**src/rtl/ucrv32_lsu_if.sv**
```systemverilog
// ucrv32_lsu_if: core request/response and single-port RAM signals of the LSU
interface ucrv32_lsu_if #(
    parameter int DATA_WIDTH = 32,
    parameter int ADDR_WIDTH = 32
);
    logic                  req_valid_i;
    logic                  req_ready_o;
    logic                  req_we_i;
    logic [2:0]            req_funct3_i;
    logic [ADDR_WIDTH-1:0] req_addr_i;
    logic [DATA_WIDTH-1:0] req_wdata_i;
    logic                  resp_valid_o;
    logic [DATA_WIDTH-1:0] resp_rdata_o;
    logic                  resp_err_o;
    logic                  mem_en_o;
    logic [3:0]            mem_we_o;
    logic [ADDR_WIDTH-1:0] mem_addr_o;
    logic [DATA_WIDTH-1:0] mem_data_o;
    logic [DATA_WIDTH-1:0] mem_data_i;
    modport slave (
        input  req_valid_i, req_we_i, req_funct3_i, req_addr_i, req_wdata_i, mem_data_i,
        output req_ready_o, resp_valid_o, resp_rdata_o, resp_err_o,
        output mem_en_o, mem_we_o, mem_addr_o, mem_data_o
    );
    modport master (
        output req_valid_i, req_we_i, req_funct3_i, req_addr_i, req_wdata_i, mem_data_i,
        input  req_ready_o, resp_valid_o, resp_rdata_o, resp_err_o,
        input  mem_en_o, mem_we_o, mem_addr_o, mem_data_o
    );
endinterface

```
**src/rtl/ucrv32_lsu.sv**
```systemverilog
// ucrv32_lsu: RV32I load/store unit driving one single-port RAM with 1-cycle read latency
module ucrv32_lsu #(
    parameter int DATA_WIDTH = 32,
    parameter int ADDR_WIDTH = 32
) (
    input logic         clk_i,
    input logic         rst_ni,
    ucrv32_lsu_if.slave bus
);
    typedef enum logic [1:0] {IDLE, ISSUE, WAIT, RESP} state_t;
    state_t                state;
    logic                  r_we;
    logic [2:0]            r_f3;
    logic [1:0]            r_a;
    logic [2:0]            f3;
    logic [1:0]            a;
    logic                  illegal;
    logic [3:0]            st_we;
    logic [DATA_WIDTH-1:0] st_data;
    logic [DATA_WIDTH-1:0] ld_data;
    logic [7:0]            ld_byte;
    logic [15:0]           ld_half;
    assign f3 = bus.req_funct3_i;
    assign a  = bus.req_addr_i[1:0];
    assign ld_byte = bus.mem_data_i[8*r_a +: 8];
    assign ld_half = bus.mem_data_i[16*r_a[1] +: 16];
    always_comb begin
        illegal = f3 == 3'd3 || f3[2:1] == 2'b11 || (bus.req_we_i && f3 > 3'd2) ||
                  (f3[1:0] == 2'd1 && a[0]) || (f3 == 3'd2 && a != 2'd0);
        st_we   = f3[1:0] == 2'd0 ? 4'b0001 << a :
                  f3[1:0] == 2'd1 ? (a[1] ? 4'b1100 : 4'b0011) : 4'b1111;
        st_data = f3[1:0] == 2'd0 ? {4{bus.req_wdata_i[7:0]}} :
                  f3[1:0] == 2'd1 ? {2{bus.req_wdata_i[15:0]}} : bus.req_wdata_i;
        ld_data = r_f3 == 3'd0 ? {{24{ld_byte[7]}}, ld_byte} :
                  r_f3 == 3'd1 ? {{16{ld_half[15]}}, ld_half} :
                  r_f3 == 3'd4 ? {24'd0, ld_byte} :
                  r_f3 == 3'd5 ? {16'd0, ld_half} : bus.mem_data_i;
    end
    // RAM-side outputs are loaded at acceptance so they are valid throughout ISSUE
    always_ff @(posedge clk_i or negedge rst_ni) begin
        if (!rst_ni) begin
            state            <= IDLE;
            r_we             <= 1'b0;
            r_f3             <= 3'd0;
            r_a              <= 2'd0;
            bus.req_ready_o  <= 1'b1;
            bus.resp_valid_o <= 1'b0;
            bus.resp_err_o   <= 1'b0;
            bus.resp_rdata_o <= '0;
            bus.mem_en_o     <= 1'b0;
            bus.mem_we_o     <= 4'd0;
            bus.mem_addr_o   <= '0;
            bus.mem_data_o   <= '0;
        end else begin
            bus.resp_valid_o <= 1'b0;
            bus.mem_en_o     <= 1'b0;
            bus.mem_we_o     <= 4'd0;
            case (state)
                IDLE: if (bus.req_valid_i) begin
                    r_we             <= bus.req_we_i;
                    r_f3             <= f3;
                    r_a              <= a;
                    bus.req_ready_o  <= 1'b0;
                    bus.resp_err_o   <= illegal;
                    bus.resp_rdata_o <= '0;
                    if (illegal) begin
                        state            <= RESP;
                        bus.resp_valid_o <= 1'b1;
                    end else begin
                        state          <= ISSUE;
                        bus.mem_en_o   <= 1'b1;
                        bus.mem_we_o   <= bus.req_we_i ? st_we : 4'd0;
                        bus.mem_addr_o <= {bus.req_addr_i[ADDR_WIDTH-1:2], 2'b00};
                        if (bus.req_we_i) bus.mem_data_o <= st_data;
                    end
                end
                ISSUE: begin
                    state            <= r_we ? RESP : WAIT;
                    bus.resp_valid_o <= r_we;
                end
                WAIT: begin
                    state            <= RESP;
                    bus.resp_valid_o <= 1'b1;
                    bus.resp_rdata_o <= ld_data;
                end
                RESP: begin
                    state           <= IDLE;
                    bus.req_ready_o <= 1'b1;
                end
            endcase
        end
    end
endmodule

```
**src/flat_wrapper.sv**
```systemverilog
// flat-port wrapper written by rule: the top's interface ports become plain ports
module ucrv32_lsu_flat 
#(
    parameter int DATA_WIDTH = 32,
    parameter int ADDR_WIDTH = 32
)
  (clk_i, rst_ni, bus_req_valid_i, bus_req_we_i, bus_req_funct3_i, bus_req_addr_i, bus_req_wdata_i, bus_mem_data_i, bus_req_ready_o, bus_resp_valid_o, bus_resp_rdata_o, bus_resp_err_o, bus_mem_en_o, bus_mem_we_o, bus_mem_addr_o, bus_mem_data_o);
  ucrv32_lsu_if #(.DATA_WIDTH(DATA_WIDTH), .ADDR_WIDTH(ADDR_WIDTH)) bus_i ();
  input logic clk_i;
  input logic rst_ni;
  input wire logic [$bits(bus_i.req_valid_i)-1:0] bus_req_valid_i;
  input wire logic [$bits(bus_i.req_we_i)-1:0] bus_req_we_i;
  input wire logic [$bits(bus_i.req_funct3_i)-1:0] bus_req_funct3_i;
  input wire logic [$bits(bus_i.req_addr_i)-1:0] bus_req_addr_i;
  input wire logic [$bits(bus_i.req_wdata_i)-1:0] bus_req_wdata_i;
  input wire logic [$bits(bus_i.mem_data_i)-1:0] bus_mem_data_i;
  output wire logic [$bits(bus_i.req_ready_o)-1:0] bus_req_ready_o;
  output wire logic [$bits(bus_i.resp_valid_o)-1:0] bus_resp_valid_o;
  output wire logic [$bits(bus_i.resp_rdata_o)-1:0] bus_resp_rdata_o;
  output wire logic [$bits(bus_i.resp_err_o)-1:0] bus_resp_err_o;
  output wire logic [$bits(bus_i.mem_en_o)-1:0] bus_mem_en_o;
  output wire logic [$bits(bus_i.mem_we_o)-1:0] bus_mem_we_o;
  output wire logic [$bits(bus_i.mem_addr_o)-1:0] bus_mem_addr_o;
  output wire logic [$bits(bus_i.mem_data_o)-1:0] bus_mem_data_o;
  assign bus_i.req_valid_i = bus_req_valid_i;
  assign bus_i.req_we_i = bus_req_we_i;
  assign bus_i.req_funct3_i = bus_req_funct3_i;
  assign bus_i.req_addr_i = bus_req_addr_i;
  assign bus_i.req_wdata_i = bus_req_wdata_i;
  assign bus_i.mem_data_i = bus_mem_data_i;
  assign bus_req_ready_o = bus_i.req_ready_o;
  assign bus_resp_valid_o = bus_i.resp_valid_o;
  assign bus_resp_rdata_o = bus_i.resp_rdata_o;
  assign bus_resp_err_o = bus_i.resp_err_o;
  assign bus_mem_en_o = bus_i.mem_en_o;
  assign bus_mem_we_o = bus_i.mem_we_o;
  assign bus_mem_addr_o = bus_i.mem_addr_o;
  assign bus_mem_data_o = bus_i.mem_data_o;
  ucrv32_lsu #(.DATA_WIDTH(DATA_WIDTH), .ADDR_WIDTH(ADDR_WIDTH)) u_core (.clk_i(clk_i), .rst_ni(rst_ni), .bus(bus_i));
endmodule
```
**config.mk**
```make
export PLATFORM = sky130hd
export DESIGN_NAME = ucrv32_lsu_flat
export DESIGN_NICKNAME = d
export VERILOG_FILES = /design/src/rtl/ucrv32_lsu_if.sv /design/src/rtl/ucrv32_lsu.sv /design/src/flat_wrapper.sv
export SDC_FILE = /design/constraint.sdc
export NUM_CORES = 1
export LEC_CHECK = 0
export ABC_AREA = 1
export CAP_MARGIN = 0
export CORE_ASPECT_RATIO = 0.5
export CORE_UTILIZATION = 44
export CTS_CLUSTER_DIAMETER = 120
export CTS_CLUSTER_SIZE = 20
export DETAILED_ROUTE_END_ITERATION = 8
export HOLD_SLACK_MARGIN = 0.06
export PLACE_DENSITY = 0.92
export SETUP_SLACK_MARGIN = 0.15
export SYNTH_ARGS = -nofsm -noshare
export SYNTH_HDL_FRONTEND = slang
export SYNTH_SLANG_ARGS = --single-unit
```
**constraint.sdc**
```tcl
create_clock -name clk_i -period 1.8 [get_ports clk_i]
set_input_delay 0.36 -clock clk_i [delete_from_list [all_inputs] [get_ports clk_i]]
set_output_delay 0.36 -clock clk_i [all_outputs]
set_load 0.05 [all_outputs]
```
# Word level (Yosys, flattened, before mapping)
# Index checks and enable logic that the tools add are counted.
[totals]
regBits = 110
latchBits = 0
ram_bits = 0
romBits = 0
input_bits = 103
out_inout_bits = 104
word_cells = 73
memories = 0
[op_classes]
add_sub_neg = 0
mul = 0
div = 0
order_cmp = 1
eq_ne = 11
shift = 3
muxes = 27
bitwise_logic = 1
reduce_logical = 18
[ops]
columns = ["operator", "count"]
rows = [
  ["$mux W32", 7],
  ["$pmux W32 S2", 1],
  ["$shiftx A32 B6 Y16", 1],
  ["$shiftx A32 B6 Y8", 1],
  ["$mux W4", 7],
  ["$pmux W2 S4", 1],
  ["$mux W1", 7],
  ["$eq A2 B2 Y1 const B", 3],
  ["$eq A3 B2 Y1 const B", 2],
  ["$eq A3 B3 Y1 const B", 2],
  ["$reduce_and A2 Y1", 3],
  ["$reduce_bool A2 Y1", 3],
  ["$eq A2 B1 Y1 const B", 2],
  ["$logic_not A2 Y1", 2],
  ["$logic_or A1 B1 Y1", 4],
  ["$mux W2", 2],
  ["$reduce_and A4 Y1", 1],
  ["$shl A1 B2 Y4 const A", 1],
  ["$eq A3 B1 Y1 const B", 1],
  ["$gt A3 B2 Y1 const B", 1],
  ["$logic_and A1 B1 Y1", 3],
  ["$logic_not A3 Y1", 1],
  ["$pmux W1 S3", 1],
  ["$reduce_and A3 Y1", 1],
  ["other kinds (3)", 3],
]

# Longest topological paths before layout
# Gate-level depths: netlist of the first run.
[logic_depth]
ltp_word = 8
ltp_mapped = 10
ltp_nobuf = 10

# Worst setup path after synthesis of the first run
# OpenSTA, ideal clock, no wires.
[synth_timing]
path_type = "flip-flop to flip-flop"
from = "register u_core.state[0]"
to = "register u_core.bus.resp_rdata_o[10]"
setup_time_ps = 122
arrival_ps = 1487
required_ps = 1678
slack_ps = 191
stages_incl_launch_ff = 10
n_path_buf = 1
synth_period_minus_slack_ps = 1609
cell_sequence = "dfrtp_1 -> inv_1 -> ha_1 -> inv_2 -> or2_1 -> nand2_1 -> inv_1 -> nand2_1 -> buf_4 -> o21ai_1"
[synth_via]
elab_chain_len = 3
word_cells_on_any_way = 6
cone_classes = "2 x eq/ne; 1 x mux; 3 x reduce/logical"
[synth_rtl]
columns = ["item", "line_no", "rtl"]
rows = [
  ["start, declared", "ucrv32_lsu.sv:11", "state_t state;"],
  ["start signal, assigned", "ucrv32_lsu.sv:78", "state <= r_we ? RESP : WAIT;"],
  ["$eq A2 B2 Y1 / $logic_not A2 Y1 (equally long branches)", "ucrv32_lsu.sv:58", "case (state)"],
  ["$reduce_bool A2 Y1 (no line) / $ne A2 B2 Y1 (equally long branches)", "-", ""],
  ["$reduce_and A2 Y1 (no line)", "-", ""],
  ["end signal, assigned", "ucrv32_lsu.sv:84", "bus.resp_rdata_o <= ld_data;"],
  ["end, declared", "ucrv32_lsu_if.sv:22", "output req_ready_o, resp_valid_o, resp_rdata_o, resp_err_o,"],
]
# Several ways; a longest one is shown, not always the timed one.
# A chain may end at the register's enable or synchronous reset.

# Final worst setup path of the first run
[layout_timing]
from = "register u_core.state[0]"
to = "register u_core.bus.mem_addr_o[3]"
[layout_via]
elab_chain_len = 2
[layout_rtl]
columns = ["item", "line_no", "rtl"]
rows = [
  ["$logic_not A2 Y1", "ucrv32_lsu.sv:58", ""],
  ["$reduce_and A3 Y1 (no line)", "-", ""],
  ["end signal, assigned", "ucrv32_lsu.sv:73", "bus.mem_addr_o <= {bus.req_addr_i[ADDR_WIDTH-1:2], 2'b00};"],
  ["end, declared", "ucrv32_lsu_if.sv:23", "output mem_en_o, mem_we_o, mem_addr_o, mem_data_o"],
]
# Every way passes these cells.

==> results of run 1 <==
[worst max-delay path, cell delays in order, from the launching register on]
cell	delay [ns]
dfrtp_1	0.43
inv_2	0.10
ha_4	0.17
nand2_8	0.05
buf_4	0.13
buf_4	0.22
o21ai_0	0.31
nand2_1	0.15
[state kept, by name, indices dropped and copies added, names as in the netlist]
signal	flops
u_core.bus.mem_en_o	1
u_core.bus.req_ready_o	1
u_core.r_f3	3
u_core.r_a	2
u_core.bus.resp_valid_o	1
u_core.bus.mem_addr_o	30
u_core.r_we	1
u_core.bus.mem_we_o	4
u_core.bus.resp_rdata_o	32
u_core.bus.mem_data_o	32
u_core.bus.resp_err_o	1
u_core.state	2
[cells by family after synthesis]
kind of cell,synth area share
AOI/OAI and AO/OA,0.1870
adders and majority gates,0.009479
buffers and inverters,0.06754
DFF,0.5216
other,0.0007102
and+or+nand+nor,0.2137
[layout by cell type, fill, tap and decap left out, types with 2 or more instances in the layout]
| cell | count |
|---|---|
| o21ai_0 | 59 |
| clkdlybuf4s50_1 | 100 |
| nand2_4 | 11 |
| o21ai_2 | 5 |
| o21ai_1 | 52 |
| buf_12 | 12 |
| nor2_2 | 5 |
| nand3_1 | 15 |
| buf_16 | 4 |
| nor2_1 | 40 |
| buf_6 | 5 |
| nand2_1 | 171 |
| o22ai_1 | 7 |
| conb_1 | 2 |
| buf_4 | 138 |
| inv_2 | 9 |
| clkinvlp_4 | 2 |
| nor2_4 | 3 |
| a21oi_1 | 66 |
| inv_1 | 33 |
| clkinv_4 | 2 |
| nand2_2 | 31 |
| ha_1 | 3 |
| dfrtp_1 | 108 |
| clkbuf_16 | 15 |
[power by group through the flow]
stage / registers [mW] / logic, mW / clock network (mW)
finish: 4.39 / 10.4 / 1.94
global route: 4.50 / 10.9 / 2.05
CTS: 4.23 / 9.57 / 1.93
detailed placement: 4.25 / 9.04 / 0
global placement: 4.21 / 8.80 / 0
floorplan: 7.57 / 2.65 / 0
[cell type report]
cell class | instances | area [sq um] | area share
well taps | 159 | 198.9 | 0.02356
repair buffers | 268 | 2628 | 0.3111
flip-flops and latches | 110 | 2755 | 0.3262
multi-input cells | 480 | 2414 | 0.2858
inverters | 44 | 167.7 | 0.01985
clock buffers | 9 | 225.2 | 0.02667
clock inverters | 7 | 57.56 | 0.006815
[final timing paths]
check,startpoint,to,cells after the start
worst min-delay path,rst_ni,u_core.bus.mem_data_o[15],2
max in group asynchronous,rst_ni,u_core.bus.resp_rdata_o[0],3
min in group clk_i,u_core.bus.resp_rdata_o[6],u_core.bus.resp_rdata_o[6],2
worst min register to register,u_core.bus.resp_rdata_o[6],u_core.bus.resp_rdata_o[6],2
worst max register to register,u_core.state[0],u_core.bus.mem_addr_o[3],7
worst max-delay path,u_core.state[0],u_core.bus.mem_addr_o[3],7
[stage by stage]
step                      TNS [ns]  std cells    util
after floorplan                  0        670       -
after global routing             0       1077  0.7463
after detailed placement    -26.25       1032  0.6546
final                            0       1077  0.7463
after global placement      -20.35       1032  0.6546
after CTS                        0       1062  0.7051
[layer usage]
layer  up-vias  part of all wire
met5         -                 0
met4         0             0.058
met3       107             0.082
met2       367              0.49
met1      2837              0.37
li1       2666                 -
[repair_timing]
| action | CTS | global route |
|---|---|---|
| setup buffers | 8 | 8 |
| resized for setup | 20 | 93 |
| pin swaps | 2 | 13 |
| setup endpoints to repair | 95 | 102 |
| cloned | 5 | 7 |
| hold buffers | 1 | 0 |
| endpoints found under the hold margin | 13 | 0 |
==> impl_metrics.py, run 1 <==
metrics = {
    "clocking": {
        "clk_pin_slew_ns": 0.08,
        "cts-buffers-inserted": 9,
        "worst_skew_pair.late_latency_ns": 0.35,
        "cts-root-buf": "clkbuf_16",
        "cts_tree": "built",
        "cts_num_sinks": 110,
        "clockBufferDepth": 2,
        "htreeDepth": 3,
    },
    "synthesis": {
        "synth-async-reset-ratio": 1.000,
        "synth.most_common_cell": "nand2_1",
        "synth_cell_type_count": 29,
        "synth-seq-cells": 110,
        "yosysWarningCount": 0,
        "synthTopCellsByCount": "211 x nand2_1, 109 x dfrtp_1, 81 x o21ai_0",
        "synth_edf_count": 0,
        "synth_area_leaders": "dfrtp_1 52%, nand2_1 15%, o21ai_0 7.7%",
        "syn_area_per_cell_sq_um": 7.892,
        "synth_area_sq_um": 5280,
        "yosysSeqAreaShare": 0.5216,
        "synth_top_area_frac": 0.5166,
        "synth_top_area_cell": "dfrtp_1",
        "netlist_instances": 669,
        "synth_ff_type": "dfrtp_1",
    },
    "setup_path": {
        "worstSetupEndpointType": "flip-flop",
        "critical_path_arrival_ns": 1.93,
        "crit_required_ns": 2.02,
        "ff2ff_setup_slack_ns": 0.09,
        "worstSetupStartpointType": "flip-flop",
        "criticalPathCategory": "reg -> reg",
        "cp_max_fo": 32,
    },
    "die": {
        "die_w_um": 156.9,
        "coreArea_sq_um": 11320,
        "die-area_sq_um": 12470,
        "dieHeight_um": 79.46,
        "row_count": 27,
        "initial_core_util": 0.4666,
        "pin_count": 207,
    },
    "status": {
        "status": "finished clean",
    },
    "power_and_ir_drop": {
        "total_leakage_power_nw": 4.178,
        "swShare": 0.5186,
        "vdd_drop_max_uv": 1146,
        "total_power_mw": 16.74,
        "intPower_mw": 8.058,
        "combPwrFrac": 0.622,
        "clock_power_share": 0.116,
        "seq_power_share": 0.262,
        "power_density_nw_per_um2": 1982,
        "switchingPower_mw": 8.681,
    },
    "route": {
        "ant_nets": 0,
        "drt_pass1_iterations": 5,
        "num_vias": 5977,
        "post_drt_wl_per_cell_um": 18.88,
        "drc": 0,
        "vias_per_cell": 5.550,
        "routed_wl_mm": 20.33,
        "drt_iter0_markers": 497,
    },
    "global_route": {
        "grt_max_degree": 66,
        "gr-usage-met3": 0.07926,
        "overflow": 0,
        "use_met1": 0.3558,
        "grt_pass1_vias": 5838,
        "grtUsageTotal": 0.3105,
        "grt_use_met2": 0.5244,
        "grt_pass1_wl_mm": 29.57,
        "antenna_found_initial": 0,
        "top_usage_layer": "met2",
    },
    "timing": {
        "period_minus_slack_ns": 1.706,
        "hold_slack_ns": 0.4020,
        "final-setup-viol-count": 0,
        "final-hold-violation-count": 0,
        "fin_ws_ns": 0.09437,
        "min_period_over_period": 0.9476,
        "slew_viol_final": 0,
        "finClkSkew_ns": 0.008760,
        "rsz0062_at_grt": "yes",
        "fmax_ghz": 0.5863,
    },
    "placement": {
        "place_hpwl_mm": 12.27,
        "port_buffers": 204,
        "place_area_sq_um": 7408,
        "place.gp.congestion": 0.8859,
        "pre_cts_ws_ns": -0.6937,
    },
    "final_layout": {
        "area_growth_syn_to_layout_pct": 59.95,
        "n_fill_cell": 741,
        "nets": 1020,
        "antenna_cells": 0,
        "drive_gt1_frac": 0.2778,
        "final_cell_area_sq_um": 8446,
    },
    "worst_hold_path": {
        "hp-class": "in -> async",
    },
    "job": {
        "maxCapViolCount": 0,
    },
}
No activity file was read; power rests on OpenSTA's default activity.
==> run 2, diff against run 1 <==
==> constraint.sdc (replaced) <==
create_clock -name clk_i -period 1.8 [get_ports clk_i]
set_input_delay 0.45 -clock clk_i [delete_from_list [all_inputs] [get_ports clk_i]]
set_output_delay 0.45 -clock clk_i [all_outputs]
set_load 0.05 [all_outputs]
==> impl_metrics.py, run 2 (synthesis results as in run 1) <==
metrics = {
    "placement": {
        "placed_cells": 1034,
        "place_hpwl_mm": 12.50,
        "port_buffers": 204,
        "place.gp.congestion": 0.8767,
        "place_area_sq_um": 7436,
        "pre_cts_ws_ns": -0.7849,
    },
    "final_layout": {
        "final_cell_area_sq_um": 8115,
        "n_fill_cell": 815,
        "multi_input_area_sq_um": 2252,
        "area_growth_syn_to_layout_pct": 53.70,
        "nets": 1011,
        "register_area_sq_um": 2755,
        "final_common_cell": "nand2_1",
        "top_regs": "u_core.bus.mem_data_o: 32 flops, u_core.bus.resp_rdata_o: 32 flops, u_core.bus.mem_addr_o: 30 flops",
        "drive_gt1_frac": 0.2255,
        "antenna_cells": 0,
        "final_cell_mix": "206 x nand2_1, 139 x buf_4, 108 x dfrtp_1",
        "final_cell_count_no_fill": 1068,
    },
    "timing": {
        "fin_ws_ns": 0.1386,
        "rsz0062_at_grt": "yes",
        "hold_slack_ns": 0.04572,
        "min_period_over_period": 0.9230,
        "final-setup-viol-count": 0,
        "slew_viol_final": 0,
        "final-hold-violation-count": 0,
        "fmax_ghz": 0.6019,
        "period_minus_slack_ns": 1.661,
        "finClkSkew_ns": 0.005478,
    },
    "die": {
        "die_w_um": 156.9,
        "row_count": 27,
        "initial_core_util": 0.4666,
        "coreArea_sq_um": 11320,
        "pin_count": 207,
        "die-area_sq_um": 12470,
        "dieHeight_um": 79.46,
    },
    "power_and_ir_drop": {
        "clock_power_share": 0.134,
        "seq_power_share": 0.260,
        "combPwrFrac": 0.606,
        "total_power_mw": 16.58,
        "intPower_mw": 8.094,
        "total_leakage_power_nw": 4.071,
        "swShare": 0.5119,
        "power_density_nw_per_um2": 2043,
        "switchingPower_mw": 8.489,
        "vdd_drop_max_uv": 1049,
    },
    "global_route": {
        "grt_pass1_vias": 5682,
        "overflow": 0,
        "antenna_found_initial": 0,
        "grtUsageTotal": 0.3021,
        "grt_max_degree": 43,
        "grt_pass1_wl_mm": 28.79,
    },
    "status": {
        "status": "finished clean",
    },
    "clocking": {
        "htreeDepth": 3,
        "cts-root-buf": "clkbuf_16",
        "cts-buffers-inserted": 9,
        "worst_skew_pair.late_latency_ns": 0.35,
        "clockBufferDepth": 2,
        "ctsHoldBuffers": 0,
        "clk_pin_slew_ns": 0.08,
        "cts_num_sinks": 110,
        "cts_tree": "built",
    },
    "route": {
        "routed_wl_mm": 19.47,
        "num_vias": 5828,
        "post_drt_wl_per_cell_um": 18.23,
        "ant_nets": 0,
        "drc": 0,
        "drt_iter0_markers": 539,
        "drt_pass1_iterations": 6,
        "vias_per_cell": 5.457,
    },
    "setup_path": {
        "worstSetupEndpointType": "flip-flop",
        "cp_max_fo": 16,
        "critical_path_arrival_ns": 1.93,
        "crit_required_ns": 2.07,
        "worstSetupStartpointType": "primary input",
        "criticalPathCategory": "in -> reg",
    },
    "job": {
        "maxCapViolCount": 0,
    },
    "worst_hold_path": {
        "hp-class": "in -> async",
    },
}
run 2: cell type report:
type	instances	share of cell area
flip-flops and latches	110	0.3395
well taps	159	0.02451
multi-input cells	480	0.2775
clock inverters	7	0.01311
inverters	44	0.02066
repair buffers	259	0.2969
clock buffers	9	0.02775
run 2: stage by stage:
step,utilization,TNS (ns)
after detailed placement,0.6570,-36.79
after floorplan,-,0
after global routing,0.7171,0
after global placement,0.6570,-31.47
final,0.7171,0
after CTS,0.7035,0
run 2: worst paths after layout:
check,from,endpoint,slack (ns),cells past startpoint
setup / recovery,bus_req_we_i,u_core.bus.resp_valid_o,0.14,8
hold / removal,rst_ni,u_core.bus.mem_data_o[4],0.05,1
setup reg to reg,u_core.state[1],u_core.bus.resp_rdata_o[31],0.14,11
hold reg to reg,u_core.bus.resp_rdata_o[3],u_core.bus.resp_rdata_o[3],0.50,2
max in group asynchronous,rst_ni,u_core.bus.req_ready_o,1.10,2
min in group clk_i,u_core.bus.resp_rdata_o[3],u_core.bus.resp_rdata_o[3],0.50,2
run 2: layer usage:
metal	GRT usage	part of all wire
met4	0.1451	0.040
met1	0.3562	0.39
met2	0.5244	0.49
met3	0.07166	0.085
met5	0	0
run 2: worst max-delay path, cell delays in order:
cell             delay [ns]
clkdlybuf4s50_1        0.49
inv_1                  0.09
o21ai_2                0.16
nand2_2                0.11
nand2_4                0.17
buf_12                 0.16
nand2_1                0.12
a21oi_1                0.17
run 2: power groups by stage:
stage | clock network [mW] | registers [mW] | logic (mW)
after floorplan | 0 | 7.57 | 2.65
after global placement | 0 | 4.22 | 8.81
after detailed placement | 0 | 4.27 | 9.07
after CTS | 2.22 | 4.26 | 9.56
after global routing | 2.34 | 4.41 | 10.6
final | 2.22 | 4.31 | 10.0
run 2: repair_timing:
action,CTS,global route
pin swaps,3,5
cloned,3,3
resized for setup,20,23
buffers inserted,6,6
endpoints found under the setup margin,102,86
endpoints found under the hold margin,0,0
